[config.mk]
export PLATFORM = sky130hd
export DESIGN_NAME = lcd_cmd_sequencer
export DESIGN_NICKNAME = d
export VERILOG_FILES = /design/src/rtl/lcd_cmd_sequencer.sv
export SDC_FILE = /design/constraint.sdc
export NUM_CORES = 1
export LEC_CHECK = 0
export BUFFER_PORTS_ARGS = -buffer_cell sky130_fd_sc_hd__buf_4
export CORE_MARGIN = 4
export CORE_UTILIZATION = 29
export DETAILED_ROUTE_END_ITERATION = 6
export PLACE_DENSITY = 0.57
export SKIP_LAST_GASP = 1
export SLEW_MARGIN = 20
export SYNTH_ARGS = -nofsm -noshare
export SYNTH_HDL_FRONTEND = slang
export SYNTH_SLANG_ARGS = --single-unit
[constraint.sdc]
create_clock -name CLK -period 6.4 [get_ports CLK]
set_input_delay 0 -clock CLK [delete_from_list [all_inputs] [get_ports CLK]]
set_output_delay 0 -clock CLK [all_outputs]
set_load 0.05 [all_outputs]
[src/rtl/lcd_cmd_sequencer.sv]
// HD44780-class LCD write sequencer: power-on init from a small ROM, then single-byte
// command/character transfers with all bus timing derived from one shared cycle counter.
module lcd_cmd_sequencer #(
  parameter int T_POWERUP = 750000,
  parameter int T_SETUP   = 2,
  parameter int T_EPULSE  = 12,
  parameter int T_CMD     = 2100,
  parameter int T_CLEAR   = 82000,
  parameter int T_INIT1   = 205000,
  parameter int T_INIT2   = 5000
) (
  input  logic       CLK,
  input  logic       RST,
  input  logic       req_valid,
  input  logic       req_rs,
  input  logic [7:0] req_data,
  output logic       req_ready,
  output logic       init_done,
  output logic       busy,
  output logic       LCD_E,
  output logic       LCD_RS,
  output logic       LCD_RW,
  output logic [7:0] LCD_DATA
);

  localparam logic [22:0] L_POWERUP = 23'(T_POWERUP - 1);
  localparam logic [22:0] L_SETUP   = 23'(T_SETUP - 1);
  localparam logic [22:0] L_EPULSE  = 23'(T_EPULSE - 1);
  localparam logic [22:0] L_CMD     = 23'(T_CMD - 1);
  localparam logic [22:0] L_CLEAR   = 23'(T_CLEAR - 1);
  localparam logic [22:0] L_INIT1   = 23'(T_INIT1 - 1);
  localparam logic [22:0] L_INIT2   = 23'(T_INIT2 - 1);
  localparam logic [2:0]  LAST_STEP = 3'd6;

  typedef enum logic [2:0] {PWR_WAIT, SETUP, E_HIGH, HOLD, IDLE} state_t;

  state_t      state_q, state_d;
  logic [22:0] cnt_q, cnt_d;
  logic [2:0]  idx_q, idx_d;
  logic        rs_q, rs_d;
  logic [7:0]  data_q, data_d;
  logic        init_done_q, init_done_d;

  function automatic logic [7:0] rom_byte(input logic [2:0] step);
    case (step)
      3'd4:    rom_byte = 8'h0C;
      3'd5:    rom_byte = 8'h01;
      3'd6:    rom_byte = 8'h06;
      default: rom_byte = 8'h38;
    endcase
  endfunction

  function automatic logic [22:0] rom_wait(input logic [2:0] step);
    case (step)
      3'd0:    rom_wait = L_INIT1;
      3'd1:    rom_wait = L_INIT2;
      3'd5:    rom_wait = L_CLEAR;
      default: rom_wait = L_CMD;
    endcase
  endfunction

  // Clear/home commands need the long execution wait.
  function automatic logic [22:0] req_wait(input logic rs, input logic [7:0] data);
    if (!rs && (data == 8'h01 || data == 8'h02 || data == 8'h03)) req_wait = L_CLEAR;
    else                                                          req_wait = L_CMD;
  endfunction

  always_ff @(posedge CLK or posedge RST) begin
    if (RST) begin
      state_q     <= PWR_WAIT;
      cnt_q       <= '0;
      idx_q       <= '0;
      rs_q        <= 1'b0;
      data_q      <= '0;
      init_done_q <= 1'b0;
    end else begin
      state_q     <= state_d;
      cnt_q       <= cnt_d;
      idx_q       <= idx_d;
      rs_q        <= rs_d;
      data_q      <= data_d;
      init_done_q <= init_done_d;
    end
  end

  // PWR_WAIT counts up from the reset value of 0; every other state loads N-1 and counts down.
  always_comb begin
    state_d     = state_q;
    cnt_d       = cnt_q;
    idx_d       = idx_q;
    rs_d        = rs_q;
    data_d      = data_q;
    init_done_d = init_done_q;
    case (state_q)
      PWR_WAIT: begin
        if (cnt_q == L_POWERUP) begin
          state_d = SETUP;
          cnt_d   = L_SETUP;
          idx_d   = 3'd0;
          rs_d    = 1'b0;
          data_d  = rom_byte(3'd0);
        end else begin
          cnt_d = cnt_q + 23'd1;
        end
      end
      SETUP: begin
        if (cnt_q == '0) begin
          state_d = E_HIGH;
          cnt_d   = L_EPULSE;
        end else begin
          cnt_d = cnt_q - 23'd1;
        end
      end
      E_HIGH: begin
        if (cnt_q == '0) begin
          state_d = HOLD;
          cnt_d   = init_done_q ? req_wait(rs_q, data_q) : rom_wait(idx_q);
        end else begin
          cnt_d = cnt_q - 23'd1;
        end
      end
      HOLD: begin
        if (cnt_q != '0) begin
          cnt_d = cnt_q - 23'd1;
        end else if (!init_done_q && idx_q != LAST_STEP) begin
          state_d = SETUP;
          cnt_d   = L_SETUP;
          idx_d   = idx_q + 3'd1;
          rs_d    = 1'b0;
          data_d  = rom_byte(idx_q + 3'd1);
        end else begin
          state_d     = IDLE;
          cnt_d       = '0;
          init_done_d = 1'b1;
        end
      end
      IDLE: begin
        if (req_valid) begin
          state_d = SETUP;
          cnt_d   = L_SETUP;
          rs_d    = req_rs;
          data_d  = req_data;
        end
      end
      default: begin
        state_d = PWR_WAIT;
        cnt_d   = '0;
      end
    endcase
  end

  assign req_ready = (state_q == IDLE);
  assign busy      = ~req_ready;
  assign init_done = init_done_q;
  assign LCD_E     = (state_q == E_HIGH);
  assign LCD_RS    = rs_q;
  assign LCD_RW    = 1'b0;
  assign LCD_DATA  = data_q;

endmodule
==> impl_metrics.sql <==
INSERT INTO impl_metrics (metric_group, metric, value, unit) VALUES
('grt', 'wire_length_of_the_first_global_routing_pass', '14800', 'um'),
('cts', 'max_root_sink_buffers', '2', ''),
('timing', 'finalHoldViolations', '0', ''),
('setup_path', 'criticalPathCategory', 'reg2reg', ''),
('place', 'gp_routability_congestion', '0.876', ''),
('synth', 'synth-seq-area-share', '32.2', '%'),
('power_and_ir_drop', 'power_density', '137', 'mW/mm^2'),
('hold_path', 'startpoint_of_the_lowest_slack_hold_path', 'req_data[4]', ''),
('route', 'drt-total-wl', '8760', 'um'),
('hold_path', 'hold-path-endpoint', 'LCD_DATA[4]$_DFFE_PP0P_', ''),
('setup_path', 'crit_path_end_kind', 'flop', ''),
('run', 'max_cap_violations', '0', ''),
('timing', 'timing.final.crit_period', '3.05', 'ns'),
('power_and_ir_drop', 'total_leakage_power', '1.40', 'nW'),
('hold_path', 'hold_path_depth', '3', ''),
('setup_path', 'cp_cell_sequence', 'or4_1, or3_1, o21ai_1, buf_4, o221ai_1, mux2_2', ''),
('timing', 'fmax', '0.328', 'GHz'),
('finish', 'final_common_cell', 'nand2_1', ''),
('timing', 'timing_worst_slew_pin_value', '0.837', 'ns'),
('synth', 'synth_cell_types', '65', ''),
('finish', 'mostFrequentLayoutCells', 'nand2_1, dfrtp_1, a21oi_1', ''),
('route', 'drc', '0', ''),
('setup_path', 'required_time_of_the_critical_path', '6.59', 'ns'),
('synth', 'synth_top_cell_by_area', 'dfrtp_1', ''),
('timing', 'finalWorstSetupSlack', '3.35', 'ns'),
('synth', 'synth_top_area_share', '32.2', '%'),
('power_and_ir_drop', 'vdd_drop_max', '0.0737', 'mV'),
('route', 'ant_nets', '0', ''),
('synth', 'yosys_register_bits', '39', ''),
('finish', 'area_growth', '14.3', '%'),
('timing', 'finalSetupViolations', '0', ''),
('finish', 'drive_above_1_share', '11.4', '%'),
('cts', 'clock_transition_time_at_the_flip_flop_clock_pins_of_the_worst_setup_and_hold_paths', '0.08', 'ns'),
('synth', 'synth_nets', '402', ''),
('cts', 'worst_skew_pair.late_latency', '0.30', 'ns'),
('grt', 'initial_antenna_violation_count', '0', ''),
('synth', 'syn_area_per_cell', '7.93', 'um^2'),
('timing', 'fin_tns_setup', '0', 'ns'),
('floorplanning', 'core.rowCount', '37', ''),
('floorplanning', 'initial_standard_cell_utilization_of_the_core', '29.6', '%'),
('place', 'preCtsSetupSlack', '3.37', 'ns'),
('route', 'route.vias.total', '2969', ''),
('outcome', 'run_status', 'completed', ''),
('finish', 'layoutNonFillerInstCount', '532', ''),
('floorplanning', 'dieHeight', '110', 'um'),
('setup_path', 'reg2reg_depth', '6', ''),
('setup_path', 'regToRegEndpoint', 'cnt_q[2]$_DFFE_PP0P_', ''),
('route', 'vias_per_cell', '5.58', ''),
('route', 'drt-initial-drc-count', '245', ''),
('hold_path', 'holdCritPathClass', 'in2reg', ''),
('cts', 'postCtsResizedCells', '0', ''),
('setup_path', 'slowest_stage_delay_on_critical_path', '0.66', 'ns'),
('finish', 'layout.filler_cells', '1051', ''),
('floorplanning', 'core_region_area', '0.0102', 'mm^2'),
('synth', 'async_reset_ff_share', '100', '%'),
('timing', 'rsz0062_at_grt', 'false', ''),
('finish', 'finish.net_count', '415', ''),
('route', 'routed_wire_length_per_instance', '16.5', 'um'),
('synth', 'predominant_post_synthesis_flop_cell', 'dfrtp_1', ''),
('floorplanning', 'die_width', '110', 'um'),
('grt', 'groute.usage.overall', '15.3', '%'),
('setup_path', 'r2r-start', 'cnt_q[6]$_DFFE_PP0P_', ''),
('timing', 'clock-skew-final', '0.00682', 'ns'),
('setup_path', 'timing.critical_path.arrival', '3.24', 'ns'),
('route', 'drt-pass1-iter-count', '5', ''),
('synth', 'synth-edff-count', '0', ''),
('grt', 'grt_start_max_net_pins', '40', ''),
('cts', 'post_cts.repair.setup_buffers', '0', ''),
('timing', 'timing.slew.headroom', '44.0', '%'),
('timing', 'report.final.slew_viol_count', '0', ''),
('setup_path', 'worstPathMaxFanout', '13', '');
[registers in the layout, summed over array words and instances (netlist names)]
register and flops:
LCD_DATA 8, LCD_RS 1, cnt_q 23, idx_q 3, init_done 1, state_q 3
[power by group]
group | switching [mW] | internal (mW) | leakage [nW] | total [mW]
Sequential | 0 | 0.246 | 0.535 | 0.246
Combinational | 0.00867 | 0.00757 | 0.802 | 0.0162
Clock | 0.0971 | 0.116 | 0.0581 | 0.213
[kinds of logic (layout without fill, tap and decap cells)]
kind of cell	count (synthesis)	in the layout	share of synthesized area [%]
AOI/OAI and AO/OA	122	122	25.8
xor gates and xnor gates	12	12	3.47
adders and majority gates	8	8	3.30
buffers and inverters	39	53	5.33
DFF	39	39	32.2
muxes	7	7	2.44
other	1	1	0.124
and+or+nand+nor	154	154	27.3
[synth_stat cells (all sizes together) (4+ instances only)]
library cell and count:
nor2 26, buf 6, mux2i 4, and3 7, o22ai 4, a22oi 4, nand4 5, o211ai 8
and2 7, nand2b 5, nand3 10, or3 6, nand2 40, a31oi 7, nor4 11, o21ai 34
xnor2 6, dfrtp 39, o311ai 5, a21oi 32, inv 11, or4 6, nor3 18, clkbuf 21
xor2 6, ha 8
[per-stage QoR]
| stage | util, % | total power, mW | area (um^2) | hold WS [ns] |
|---|---|---|---|---|
| after floorplan | - | 0.257 | 3030 | 0.127 |
| after global placement | 32.1 | 0.265 | 3290 | 0.177 |
| after detailed placement | 32.2 | 0.265 | 3290 | 0.181 |
| after CTS | 33.8 | 0.483 | 3460 | 0.000975 |
| after global routing | 33.8 | 0.493 | 3460 | 0.0304 |
| final | 33.8 | 0.476 | 3460 | 0.0196 |
[worst max-delay path, delay by kind of cell, from the launching register on]
kind / cells / cell delay, ns
AND/OR/NAND/NOR: 2 / 0.99
AO/OA/AOI/OAI: 2 / 0.79
buffers and inverters: 1 / 0.33
multiplexers: 1 / 0.31
flip-flops: 1 / 0.51
[cell type report]
type,count,area (um^2),area share [%]
clock inverter,3,43.8,1.26
multi-input combinational,304,1900,54.8
timing repair buffer,33,263,7.59
clock buffer,5,68.8,1.99
inverter,12,45.0,1.30
tap,136,170,4.92
sequential,39,976,28.2
[metal layers]
layer	vias to the layer above	routed length, um	global-route usage (%)
li1	1452	-	-
met1	1430	4140	21.9
met2	77	4100	24.1
met3	10	386	1.69
met4	0	130	4.84
met5	-	0	0
[how the worst max path moves through the flow]
stage,start,endpoint,depth (start not counted)
global route,cnt_q[6]$_DFFE_PP0P_,cnt_q[2]$_DFFE_PP0P_,6
finish,cnt_q[6]$_DFFE_PP0P_,cnt_q[2]$_DFFE_PP0P_,6
CTS,cnt_q[6]$_DFFE_PP0P_,cnt_q[2]$_DFFE_PP0P_,6
floorplan,state_q[0]$_DFFE_PP0P_,cnt_q[6]$_DFFE_PP0P_,8
global placement,cnt_q[0]$_DFFE_PP0P_,cnt_q[16]$_DFFE_PP0P_,8
detailed placement,cnt_q[6]$_DFFE_PP0P_,cnt_q[2]$_DFFE_PP0P_,6
Power figures use the tool's default switching activity.
